==> src/rtl/heater_ramp_ctrl_pkg.sv <==
// Shared types and defaults for the heater turn-on sequencer.
// Consumers: heater_ramp_ctrl_if, heater_ramp_timer, heater_ramp_ctrl.
package heater_pkg;

  typedef enum logic [0:0] {
    IDLE = 1'b0,
    WAIT = 1'b1
  } heater_state_e;

  localparam int HEATER_N           = 16;
  localparam int HEATER_MAX_ON      = 8;
  localparam int HEATER_RAMP_CYCLES = 1024;

  // Isolates the lowest set bit; callers widen to 64 bits, so N is limited to 64.
  function automatic logic [63:0] lowest_set_onehot(input logic [63:0] v);
    return v & (~v + 64'd1);
  endfunction

endpackage

==> src/rtl/heater_ramp_ctrl_if.sv <==
// Request/grant bundle between the VIO-side requester and heater_ramp_ctrl.
interface heater_ramp_ctrl_if
  import heater_pkg::*;
#(
  parameter int N = HEATER_N
);
  localparam int CW = $clog2(N + 1);

  logic [N-1:0]  req_enable;
  logic [N-1:0]  heater_error;
  logic [N-1:0]  heater_enable;
  logic [CW-1:0] on_count;
  logic          ramping;
  logic          limited;
  logic [N-1:0]  fault;

  modport master (
    output req_enable, heater_error,
    input  heater_enable, on_count, ramping, limited, fault
  );

  modport slave (
    input  req_enable, heater_error,
    output heater_enable, on_count, ramping, limited, fault
  );

endinterface

==> src/rtl/heater_ramp_ctrl_timer.sv <==
// Loadable down-counter setting the spacing between successive heater turn-ons.
module heater_ramp_timer
  import heater_pkg::*;
#(
  parameter int RAMP_CYCLES = HEATER_RAMP_CYCLES
) (
  input  logic                           clk,
  input  logic                           rst_n,
  input  logic                           load,
  output logic [$clog2(RAMP_CYCLES)-1:0] value,
  output logic                           done
);
  localparam int TW = $clog2(RAMP_CYCLES);

  logic [TW-1:0] count_r;

  // Load RAMP_CYCLES-1, then count down and hold at zero.
  always_ff @(posedge clk or negedge rst_n) begin
    if (!rst_n) begin
      count_r <= {TW{1'b0}};
    end else if (load) begin
      count_r <= TW'(RAMP_CYCLES - 1);
    end else if (count_r != {TW{1'b0}}) begin
      count_r <= count_r - TW'(1);
    end else begin
      count_r <= count_r;
    end
  end

  // The count reaches zero on the coming edge, so grants stay exactly RAMP_CYCLES apart.
  assign done  = (count_r <= TW'(1));
  assign value = count_r;

endmodule

==> src/rtl/heater_ramp_ctrl.sv <==
// Heater turn-on sequencer with MAX_ON current cap and RAMP_CYCLES grant spacing.
// Optional macro HEATER_ERR_SHUTDOWN_EN enables sticky per-channel error shutdown.
module heater_ramp_ctrl
  import heater_pkg::*;
#(
  parameter int N           = HEATER_N,
  parameter int MAX_ON      = HEATER_MAX_ON,
  parameter int RAMP_CYCLES = HEATER_RAMP_CYCLES
) (
  input  logic               clk,
  input  logic               rst_n,
  heater_ramp_ctrl_if.slave  bus
);
  localparam int CW = $clog2(N + 1);
  localparam int TW = $clog2(RAMP_CYCLES);

  heater_state_e state_r;
  logic [N-1:0]  en_r, fault_r;
  logic [CW-1:0] cnt_r;
  logic          ramping_r, limited_r;

  logic [N-1:0]  trip_s, kept_s, pending_s, grant_s, en_next_s, fault_next_s;
  logic [CW-1:0] kept_cnt_s;
  logic          timer_load_s, timer_done_s;
  logic [TW-1:0] timer_value_unused_s;

  function automatic logic [CW-1:0] popcount(input logic [N-1:0] v);
    logic [CW-1:0] c;
    c = {CW{1'b0}};
    for (int i = 0; i < N; i++) begin
      c = c + CW'(v[i]);
    end
    return c;
  endfunction

`ifndef HEATER_ERR_SHUTDOWN_EN
  logic unused_heater_error_s;
  assign unused_heater_error_s = ^bus.heater_error;
`endif

  // Turn-offs first, then at most one grant judged against the post-turn-off count.
  always_comb begin
    trip_s       = {N{1'b0}};
    fault_next_s = {N{1'b0}};
`ifdef HEATER_ERR_SHUTDOWN_EN
    trip_s       = bus.heater_error & en_r;
    fault_next_s = (fault_r | trip_s) & bus.req_enable;
`endif
    kept_s     = en_r & bus.req_enable & ~trip_s;
    pending_s  = bus.req_enable & ~en_r & ~fault_r;
    kept_cnt_s = popcount(kept_s);
    if ((state_r == IDLE) && (pending_s != {N{1'b0}}) && (kept_cnt_s < CW'(MAX_ON))) begin
      grant_s = N'(lowest_set_onehot(64'(pending_s)));
    end else begin
      grant_s = {N{1'b0}};
    end
    en_next_s    = kept_s | grant_s;
    timer_load_s = (grant_s != {N{1'b0}});
  end

  heater_ramp_timer #(
    .RAMP_CYCLES (RAMP_CYCLES)
  ) u_timer (
    .clk   (clk),
    .rst_n (rst_n),
    .load  (timer_load_s),
    .value (timer_value_unused_s),
    .done  (timer_done_s)
  );

  // Sequencer FSM plus all registered outputs.
  always_ff @(posedge clk or negedge rst_n) begin
    if (!rst_n) begin
      state_r   <= IDLE;
      en_r      <= {N{1'b0}};
      fault_r   <= {N{1'b0}};
      cnt_r     <= {CW{1'b0}};
      ramping_r <= 1'b0;
      limited_r <= 1'b0;
    end else begin
      en_r      <= en_next_s;
      fault_r   <= fault_next_s;
      cnt_r     <= popcount(en_next_s);
      limited_r <= (pending_s != {N{1'b0}}) && (kept_cnt_s == CW'(MAX_ON));
      case (state_r)
        IDLE: begin
          if (timer_load_s) begin
            state_r   <= WAIT;
            ramping_r <= 1'b1;
          end else begin
            state_r   <= IDLE;
            ramping_r <= 1'b0;
          end
        end
        WAIT: begin
          if (timer_done_s) begin
            state_r   <= IDLE;
            ramping_r <= 1'b0;
          end else begin
            state_r   <= WAIT;
            ramping_r <= 1'b1;
          end
        end
        default: begin
          state_r   <= IDLE;
          ramping_r <= 1'b0;
        end
      endcase
    end
  end

  assign bus.heater_enable = en_r;
  assign bus.fault         = fault_r;
  assign bus.on_count      = cnt_r;
  assign bus.ramping       = ramping_r;
  assign bus.limited       = limited_r;

endmodule

==> src/flat_wrapper.sv <==
// flat-port wrapper written by rule: the top's interface ports become plain ports
module heater_ramp_ctrl_flat import heater_pkg::*;
#(
  parameter int N           = HEATER_N,
  parameter int MAX_ON      = HEATER_MAX_ON,
  parameter int RAMP_CYCLES = HEATER_RAMP_CYCLES
)
  (clk, rst_n, bus_req_enable, bus_heater_error, bus_heater_enable, bus_on_count, bus_ramping, bus_limited, bus_fault);
  heater_ramp_ctrl_if #(.N(N)) bus_i ();
  input  logic clk;
  input  logic rst_n;
  input wire logic [$bits(bus_i.req_enable)-1:0] bus_req_enable;
  input wire logic [$bits(bus_i.heater_error)-1:0] bus_heater_error;
  output wire logic [$bits(bus_i.heater_enable)-1:0] bus_heater_enable;
  output wire logic [$bits(bus_i.on_count)-1:0] bus_on_count;
  output wire logic [$bits(bus_i.ramping)-1:0] bus_ramping;
  output wire logic [$bits(bus_i.limited)-1:0] bus_limited;
  output wire logic [$bits(bus_i.fault)-1:0] bus_fault;
  assign bus_i.req_enable = bus_req_enable;
  assign bus_i.heater_error = bus_heater_error;
  assign bus_heater_enable = bus_i.heater_enable;
  assign bus_on_count = bus_i.on_count;
  assign bus_ramping = bus_i.ramping;
  assign bus_limited = bus_i.limited;
  assign bus_fault = bus_i.fault;
  heater_ramp_ctrl #(.N(N), .MAX_ON(MAX_ON), .RAMP_CYCLES(RAMP_CYCLES)) u_core (.clk(clk), .rst_n(rst_n), .bus(bus_i));
endmodule
==> config.mk <==
export PLATFORM = sky130hd
export DESIGN_NAME = heater_ramp_ctrl_flat
export DESIGN_NICKNAME = d
export VERILOG_FILES = /design/src/rtl/heater_ramp_ctrl_pkg.sv /design/src/rtl/heater_ramp_ctrl_if.sv /design/src/rtl/heater_ramp_ctrl_timer.sv /design/src/rtl/heater_ramp_ctrl.sv /design/src/flat_wrapper.sv
export SDC_FILE = /design/constraint.sdc
export NUM_CORES = 1
export LEC_CHECK = 0
export BUFFER_PORTS_ARGS = -buffer_cell sky130_fd_sc_hd__buf_2
export CAP_MARGIN = 20
export CORE_MARGIN = 2
export CORE_UTILIZATION = 50
export DETAILED_ROUTE_END_ITERATION = 10
export GPL_TIMING_DRIVEN = 0
export HOLD_SLACK_MARGIN = 0.05
export PLACE_DENSITY = 0.77
export SLEW_MARGIN = 20
export SYNTH_ARGS = -nofsm -noshare
export SYNTH_HDL_FRONTEND = slang
export SYNTH_HIERARCHICAL = 1
export SYNTH_SLANG_ARGS = --single-unit
==> constraint.sdc <==
create_clock -name clk -period 8.2 [get_ports clk]
set_input_delay 1.64 -clock clk [delete_from_list [all_inputs] [get_ports clk]]
set_output_delay 1.64 -clock clk [all_outputs]
set_load 0.03 [all_outputs]
Word-level counts from Yosys, hierarchy flattened
Cells that the tools add are included.

storage, ports and cells
  output and inout port bits = 39
  register bits = 33
  logic and storage cells = 60
  input bits = 34

cells by class
  bitwise operators = 7
  add/subtract/negate cells = 32
  reductions and logical operators = 7
  equality and inequality tests = 1
  multiplexer cells = 6
  $lt $le $gt $ge = 2

operator list
  kind                   number
  $add 5x1->5            28
  $and 16x16->16         3
  $not 16->16            2
  $reduce_bool 16->1     2
  $mux 10                2
  $add 16x1->16 const B  1
  $mux 16                1
  $or 16x16->16          1
  $le 10x1->1 const B    1
  $reduce_bool 10->1     1
  $sub 10x1->10 const B  1
  $eq 5x4->1 const B     1
  $lt 5x4->1 const B     1
  $add 1x1->2            2
  $logic_and 1x1->1      3
  $mux 1                 2
  $pmux 1 s2             1
  $reduce_bool 2->1      1
  $not 1->1              1

Logic depth before layout (Yosys ltp)
Gate-level depths: netlist (run 1).

  word-level depth = 35
  depth in mapped cells = 27

By module
Netlist (run 1), hierarchy kept.

modules (own cells, without submodules)
  module             instances  area each (µm²)  cells each  seq. area each (µm²)
  heater_ramp_ctrl   1          2,009.4          190         575.6
  heater_ramp_timer  1          588.1            62          250.2

Least setup slack after synthesis (run 1)
Ideal clock, no wire load.

  path kind = input to register
  start point = input bus_req_enable[0]
  end point = register u_core.cnt_r[4], in the netlist u_core/bus.on_count[4]
  buffers on the path = 0
  data arrival time = 8,263 ps
  stages on the path = 25
  slack = -128 ps
  required time = 8,136 ps
  cell sequence = and2_1 fa_1 inv_1 fa_1 fa_1 inv_1 fa_1 ha_1 inv_1 fa_1 and4_4 o21ai_4 a31oi_4 a41o_1 fa_1 fa_1 fa_1 inv_1 fa_1 inv_1 ha_1 inv_1 fa_1 nor2b_1 o21a_1

between the ends
  elaborated cells between the ends (all ways) = 41

RTL lines
  element                        RTL line                RTL
  from (decl)                    flat_wrapper.sv:12      input wire logic [$bits(bus_i.req_enable)-1:0] bus_req_enable;
  $and 16x16->16                 heater_ramp_ctrl.sv:49  kept_s = en_r & bus.req_enable & ~trip_s;
  $add 1x1->2                    heater_ramp_ctrl.sv:31  c = c + CW'(v[i]);
  $add 5x1->5 (14 in series)     heater_ramp_ctrl.sv:31
  $lt 5x4->1                     heater_ramp_ctrl.sv:52  if ((state_r == IDLE) && (pending_s != {N{1'b0}}) && (kept_cnt_s < CW'(MAX_ON))) begin
  $logic_and 1x1->1              heater_ramp_ctrl.sv:52
  $mux 16 *                      heater_ramp_ctrl.sv:52
  $or 16x16->16 *                heater_ramp_ctrl.sv:57  en_next_s = kept_s | grant_s;
  named net u_core.en_next_s[3]  heater_ramp_ctrl.sv:22  logic [N-1:0] trip_s, kept_s, pending_s, grant_s, en_next_s, fault_next_s;
  $add 5x1->5 * (13 in series)   heater_ramp_ctrl.sv:31
  to (signal assigned)           heater_ramp_ctrl.sv:77  cnt_r <= {CW{1'b0}};
  to (signal assigned)           heater_ramp_ctrl.sv:83  cnt_r <= popcount(en_next_s);
  to (decl)                      heater_ramp_ctrl.sv:19  logic [CW-1:0] cnt_r;

Mark *: on every way through the listed nets, which the timed path passes. The rest lies on a longest branch.
A chain may end at the register's enable or synchronous reset.

Worst setup path after layout (run 1)
  start point = input bus_req_enable[13]
  end point = register u_core.cnt_r[4], in the netlist u_core/bus.on_count[4]

between the ends
  elaborated cells between the ends (all ways) = 29

RTL lines
  element                        RTL line
  $and 16x16->16                 heater_ramp_ctrl.sv:49
  $add 5x1->5 (3 in series)      heater_ramp_ctrl.sv:31
  $lt 5x4->1                     heater_ramp_ctrl.sv:52
  $logic_and 1x1->1 *            heater_ramp_ctrl.sv:52
  $mux 16 *                      heater_ramp_ctrl.sv:52
  $or 16x16->16 *                heater_ramp_ctrl.sv:57
  named net u_core.en_next_s[5]  heater_ramp_ctrl.sv:22
  $add 5x1->5 * (11 in series)   heater_ramp_ctrl.sv:31

Marks and branches as above.

==> flow_summary.toml, run 1 <==
[sta]
setup_viol = 0
slew_headroom_pct = 48.9
fin_skew_ns = 0.00862
min_period_over_period_pct = 100
worstMarginPinSlew_ns = 0.766
finalCriticalPeriod_ns = 8.20
fmax_mhz = 122
final_max_slew_viol_count = 0
hold_violations = 0
rsz0062_at_grt = "true"

[synthesis]
ys_top_cells_by_count = "inv_1, dfrtp_1, fa_1"
ys_warn_count = 6
synth_async_sr_flop_share_pct = 100
netlist_area_mm2 = 0.00260
synth_most_common_cell = "inv_1"
yosysUniqueCellTypes = 56
ys_seq_area_share_pct = 31.8
synth_top_area_share_pct = 31.8
syn_area_per_cell_um2 = 10.3
synthCells = 252
yosys.area.top_type = "dfrtp_1"
synth_ff_type = "dfrtp_1"
ys_top_cells_by_area = "dfrtp_1, fa_1, ha_1"
synth_edf_count = 0
yosys_register_bits = 33

[cts]
cts_tree = "yes"
clk_path_buf_depth = 2
cts_buffers = 5
cts_sinks = 33
root_buffer = "clkbuf_8"
h-tree-depth = 2
clk_pin_slew_ns = 0.08
clk_latency_ns = 0.29

[setup_path]
worst_path_max_delay_cell = "fa_1"
slowest_delay_ns = 0.56
critical_path_required_ns = 8.43
start_kind = "input pin"
path_buf_inv = 8
crit_path_end_kind = "flip-flop"
worstPathArrival_ns = 8.42
cp_top_family = "adder cells"
crit_fanout = 6
worstSetupPathType = "input pin to flip-flop"

[pwr]
vdd_ir_drop_max_mv = 0.0934
p_leak_uw = 0.00168
power_density_mw_per_mm2 = 113

[floorplan]
core.rowCount = 26
coreArea_mm2 = 0.00507
die-area_mm2 = 0.00579
die_y_um = 76.1
fp.dieW_um = 76.1
start_util_pct = 51.2
num_io_pins = 73

[global_route]
gr-usage-all-layers_pct = 20.7
grt_pass1_vias = 2088
antenna_found_initial = 0
grt-ovfl-total = 0
grt_pass1_wl_mm = 9.61
grt_max_degree = 34

[drt]
wl_per_cell_um = 14.1
vias = 2024
first_pass_iters = 4
via_per_inst = 5.05
drt.antenna.violating_nets = 0
drc_errors = 0
drt_iter0_markers = 54
finalWirelength_mm = 5.65

[placed_design]
hpwl_mm = 4.09
place_area_mm2 = 0.00295
routabilityCongestion = 0.909
placement.io_buffers = 40

[final_layout]
utilization_pct = 64.2
areaGrowthSynthToFinish_pct = 25.3
final_area_mm2 = 0.00326
num_antenna_cells = 0
nets = 396
layout-drive-gt1-share_pct = 38.4

[job]
maxCapViolations = 0

[worst_hold_path]
hold_path_class = "flip-flop to flip-flop"

[status]
status = "finished, final reports clean"
## placed cells by master, fill, tap and decap left out, types with 8 or more instances in the layout
| cell | count |
|---|---|
| conb_1 | 16 |
| nor2_1 | 8 |
| ha_1 | 10 |
| buf_4 | 31 |
| inv_2 | 8 |
| and2_1 | 9 |
| inv_1 | 29 |
| buf_2 | 38 |
| dfrtp_1 | 33 |
| nand2b_1 | 9 |
| fa_1 | 16 |
## where the power goes
part	internal, µW	total (µW)	switching [µW]
combinational	23.4	56.7	33.2
sequential	174	187	13.6
clock	58.6	126	66.9
total	256	369	114
## metrics by stage
step | std cells | setup WS, ns | power (µW) | setup TNS, ns | hold slack, ns
floorplan | 267 | 0.0143 | 227 | 0 | 0.525
global placement | 377 | -0.471 | 243 | -1.70 | 0.551
detailed placement | 377 | -0.523 | 245 | -1.93 | 0.555
CTS | 395 | -0.0594 | 373 | -0.0783 | 0.571
global route | 401 | -0.254 | 389 | -0.795 | 0.619
finish | 401 | 0.00319 | 369 | 0 | 0.569
## area by class of cell
cell class / count / area [µm²]
Fill cell: 417 / 1820
Clock inverter: 3 / 17.5
Sequential cell: 33 / 826
Tap cell: 70 / 87.6
Timing Repair Buffer: 56 / 349
Multi-Input combinational cell: 178 / 1630
Inverter: 37 / 139
Clock buffer: 5 / 68.8
Buffer: 19 / 134
## sequential cells by signal (all words and copies together), names as in the netlist
register and cells:
u_core/bus.heater_enable 16, u_core/u_timer/value 10, u_core/bus.on_count 5, u_core/bus.limited 1
u_core/state_r 1
## path summary, 6_finish.rpt
kind                                               from                            to  slack [ns]  depth (start not counted)
max in group asynchronous                         rst_n        u_core/bus.on_count[0]        6.29                          1
max                                  bus_req_enable[13]        u_core/bus.on_count[4]       0.003                         27
min in group asynchronous                         rst_n  u_core/bus.heater_enable[15]        1.42                          1
max reg2reg                u_core/bus.heater_enable[15]        u_core/bus.on_count[4]        1.03                         26
min                                      u_core/state_r                u_core/state_r        0.57                          2
min reg2reg                              u_core/state_r                u_core/state_r        0.57                          2
## worst register-to-register path: stages, from the launching register on
cell	delay (ns)
dfrtp_1	0.40
and2_4	0.17
fa_1	0.48
fa_1	0.56
inv_2	0.04
fa_2	0.56
inv_2	0.04
fa_2	0.54
ha_4	0.14
inv_2	0.04
fa_2	0.36
and4_4	0.18
o21ai_4	0.21
buf_6	0.14
a211oi_4	0.05
o21a_1	0.24
fa_1	0.56
fa_1	0.44
fa_1	0.56
inv_2	0.04
fa_1	0.47
inv_2	0.08
ha_4	0.13
inv_2	0.04
fa_2	0.37
nor2b_1	0.14
o21a_1	0.14
## repair_timing
action                                  in CTS  in global routing
hold buffers                                 0                  0
endpoints found under the setup margin       4                  4
gates resized for setup                     22                  9
pin swaps                                   26                 13
buffers inserted                            10                  6
## per-layer routing
metal / up-vias / part of all wire (%) / routed length, µm / global-route usage (%)
met2: 42 / 53 / 2970 / 37.2
li1: 996 / - / - / -
met5: - / 0 / 0 / 0
met4: 0 / 2.2 / 122 / 8.00
met1: 975 / 42 / 2360 / 24.7
met3: 11 / 3.5 / 197 / 3.55
## kinds of logic (layout without fill, tap and decap cells)
group | count (synthesis) | count (layout) | synth area share, %
multiplexers | 2 | 2 | 0.771
AND/OR/NAND/NOR | 73 | 73 | 18.1
adder cells (fa/ha/maj) | 32 | 32 | 21.2
XOR/XNOR | 3 | 3 | 1.01
buffers and inverters | 56 | 120 | 10.5
other | 1 | 16 | 0.144
AO/OA/AOI/OAI | 52 | 52 | 16.5
flip-flops | 33 | 33 | 31.8
Note: power is estimated with default switching activity, not from simulation.
==> inputs of run 2 (changes only) <==
--- a/config.mk
+++ b/config.mk
@@ -7,12 +7,14 @@
 export LEC_CHECK = 0
 export BUFFER_PORTS_ARGS = -buffer_cell sky130_fd_sc_hd__buf_2
 export CAP_MARGIN = 20
+export CELL_PAD_IN_SITES_DETAIL_PLACEMENT = 0
+export CELL_PAD_IN_SITES_GLOBAL_PLACEMENT = 1
 export CORE_MARGIN = 2
-export CORE_UTILIZATION = 50
+export CORE_UTILIZATION = 40
 export DETAILED_ROUTE_END_ITERATION = 10
 export GPL_TIMING_DRIVEN = 0
 export HOLD_SLACK_MARGIN = 0.05
-export PLACE_DENSITY = 0.77
+export PLACE_DENSITY_LB_ADDON = 0.1
 export SLEW_MARGIN = 20
 export SYNTH_ARGS = -nofsm -noshare
 export SYNTH_HDL_FRONTEND = slang
==> flow_summary.toml, run 2 (synthesis results as in run 1) <==
[final_layout]
nFillCells = 604
num_antenna_cells = 0
largest_reg_flops = 16
final_common_cell = "buf_2"
areaGrowthSynthToFinish_pct = 25.1
utilization_pct = 51.5
mostFrequentLayoutCells = "buf_2, dfrtp_1, buf_4"
nets = 395
layout-drive-gt1-share_pct = 38.1
stdcell_count = 405
final_area_mm2 = 0.00325

[global_route]
grt_pass1_vias = 1924
grt-ovfl-total = 0
antenna_found_initial = 0
gr-usage-all-layers_pct = 16.3
grt_pass1_wl_mm = 9.18
grt_max_degree = 34

[pwr]
combPwrFrac_pct = 15.9
p_leak_uw = 0.00168
seq_power_share_pct = 52.4
switching_power_uw = 105
swShare_pct = 29.3
clock_power_share_pct = 31.7
total_power_uw = 358
power_density_mw_per_mm2 = 110
p_int_uw = 253
vdd_ir_drop_max_mv = 0.0696

[setup_path]
cp_top_family = "adder cells"
slowest_delay_ns = 0.56
reg2regPathDepth = 24
crit_fanout = 7
r2r_slack_ns = 1.11
critical_path_required_ns = 8.38
path_buf_inv = 8
cpMostUsedCell = "inv_2"
start_kind = "input pin"
worst_path_max_delay_cell = "fa_1"
worstPathArrival_ns = 8.31
reg2reg_from = "u_core/bus.heater_enable[15]"
crit_path_end_kind = "flip-flop"
worstSetupPathType = "input pin to flip-flop"
r2r_end = "u_core/bus.on_count[1]"

[drt]
wl_per_cell_um = 13.5
finalWirelength_mm = 5.49
drt.antenna.violating_nets = 0
drt_iter0_markers = 60
drc_errors = 0
first_pass_iters = 4
via_per_inst = 4.87
vias = 1971

[sta]
final_max_slew_viol_count = 0
setup_viol = 0
fin_setup_tns_ns = 0
slew_headroom_pct = 46.3
min_period_over_period_pct = 99.1
fmax_mhz = 123
hold_violations = 0
fin_skew_ns = 0.00662
finalCriticalPeriod_ns = 8.13
worstMarginPinSlew_ns = 0.805
rsz0062_at_grt = "true"

[placed_design]
dp.cells = 384
place_area_mm2 = 0.00296
placement.io_buffers = 40
routabilityCongestion = 0.747
hpwl_mm = 4.31

[cts]
cts_buffers = 5
cts_tree = "yes"
holdBufCountCts = 0
clk_pin_slew_ns = 0.07
clk_path_buf_depth = 2
h-tree-depth = 2
cts_sinks = 33
clk_latency_ns = 0.28
root_buffer = "clkbuf_8"

[floorplan]
core.rowCount = 29
die-area_mm2 = 0.00715
die_y_um = 84.6
start_util_pct = 41.1
coreArea_mm2 = 0.00631
num_io_pins = 73
fp.dieW_um = 84.6

[worst_hold_path]
hold_path_class = "flip-flop to flip-flop"
hold_end = "u_core/bus.heater_enable[0]"
hold_path_depth = 1
hp-start = "u_core/bus.heater_enable[0]"

[job]
maxCapViolations = 0

[status]
status = "finished, final reports clean"
-- run 2: metal layers --
layer / global-route usage [%] / wire (µm) / vias up
met5: 0 / 0 / -
met4: 4.33 / 23 / 0
met3: 3.74 / 209 / 2
met2: 26.2 / 2720 / 36
met1: 22.3 / 2530 / 955
li1: - / - / 978
-- run 2: how the worst max path moves through the flow --
stage / startpoint / endpoint / depth (start not counted)
after CTS: bus_req_enable[15] / u_core/bus.on_count[1] / 25
after floorplan: bus_req_enable[0] / u_core/bus.on_count[1] / 24
after global routing: bus_req_enable[15] / u_core/bus.on_count[4] / 26
final: bus_req_enable[0] / u_core/bus.on_count[1] / 25
after global placement: bus_req_enable[0] / u_core/bus.on_count[1] / 26
after detailed placement: bus_req_enable[0] / u_core/bus.on_count[1] / 26
-- run 2: cell type report --
type	instances	area, µm²	area share [%]
multi-input cells	178	1640	50.3
flip-flops and latches	33	826	25.4
repair buffers	55	345	10.6
inverters	37	139	4.27
plain buffers	19	134	4.12
well taps	77	96.3	2.96
clock buffers	5	68.8	2.12
clock inverters	1	5.00	0.154
-- run 2: power groups by stage --
stage / sequential, µW / clock [µW] / combinational (µW)
after floorplan: 187 / 0 / 40.0
after global placement: 191 / 0 / 53.8
after detailed placement: 191 / 0 / 54.5
after CTS: 188 / 119 / 56.2
after global routing: 190 / 125 / 63.0
final: 188 / 114 / 57.0
-- run 2: stage by stage --
step / hold WS (ns) / setup WS, ns
CTS: 0.578 / -0.00147
global placement: 0.550 / -0.487
floorplan: 0.525 / 0.0143
detailed placement: 0.559 / -0.491
global route: 0.607 / -0.0797
finish: 0.567 / 0.0704
-- run 2: worst register-to-register path: cells and delay by family (launching register included) --
kind                     cells  cell delay (ns)
buffers and inverters        7             0.31
AND/OR/NAND/NOR              2             0.38
adder cells (fa/ha/maj)     12             5.25
AO/OA/AOI/OAI                3             0.66
flip-flops                   1             0.40
-- run 2: timing repair --
action | CTS | global route
hold endpoints to repair | 0 | 0
endpoints found under the setup margin | 4 | 4
buffers inserted | 9 | 6
resized for setup | 18 | 17
pin swaps | 28 | 18
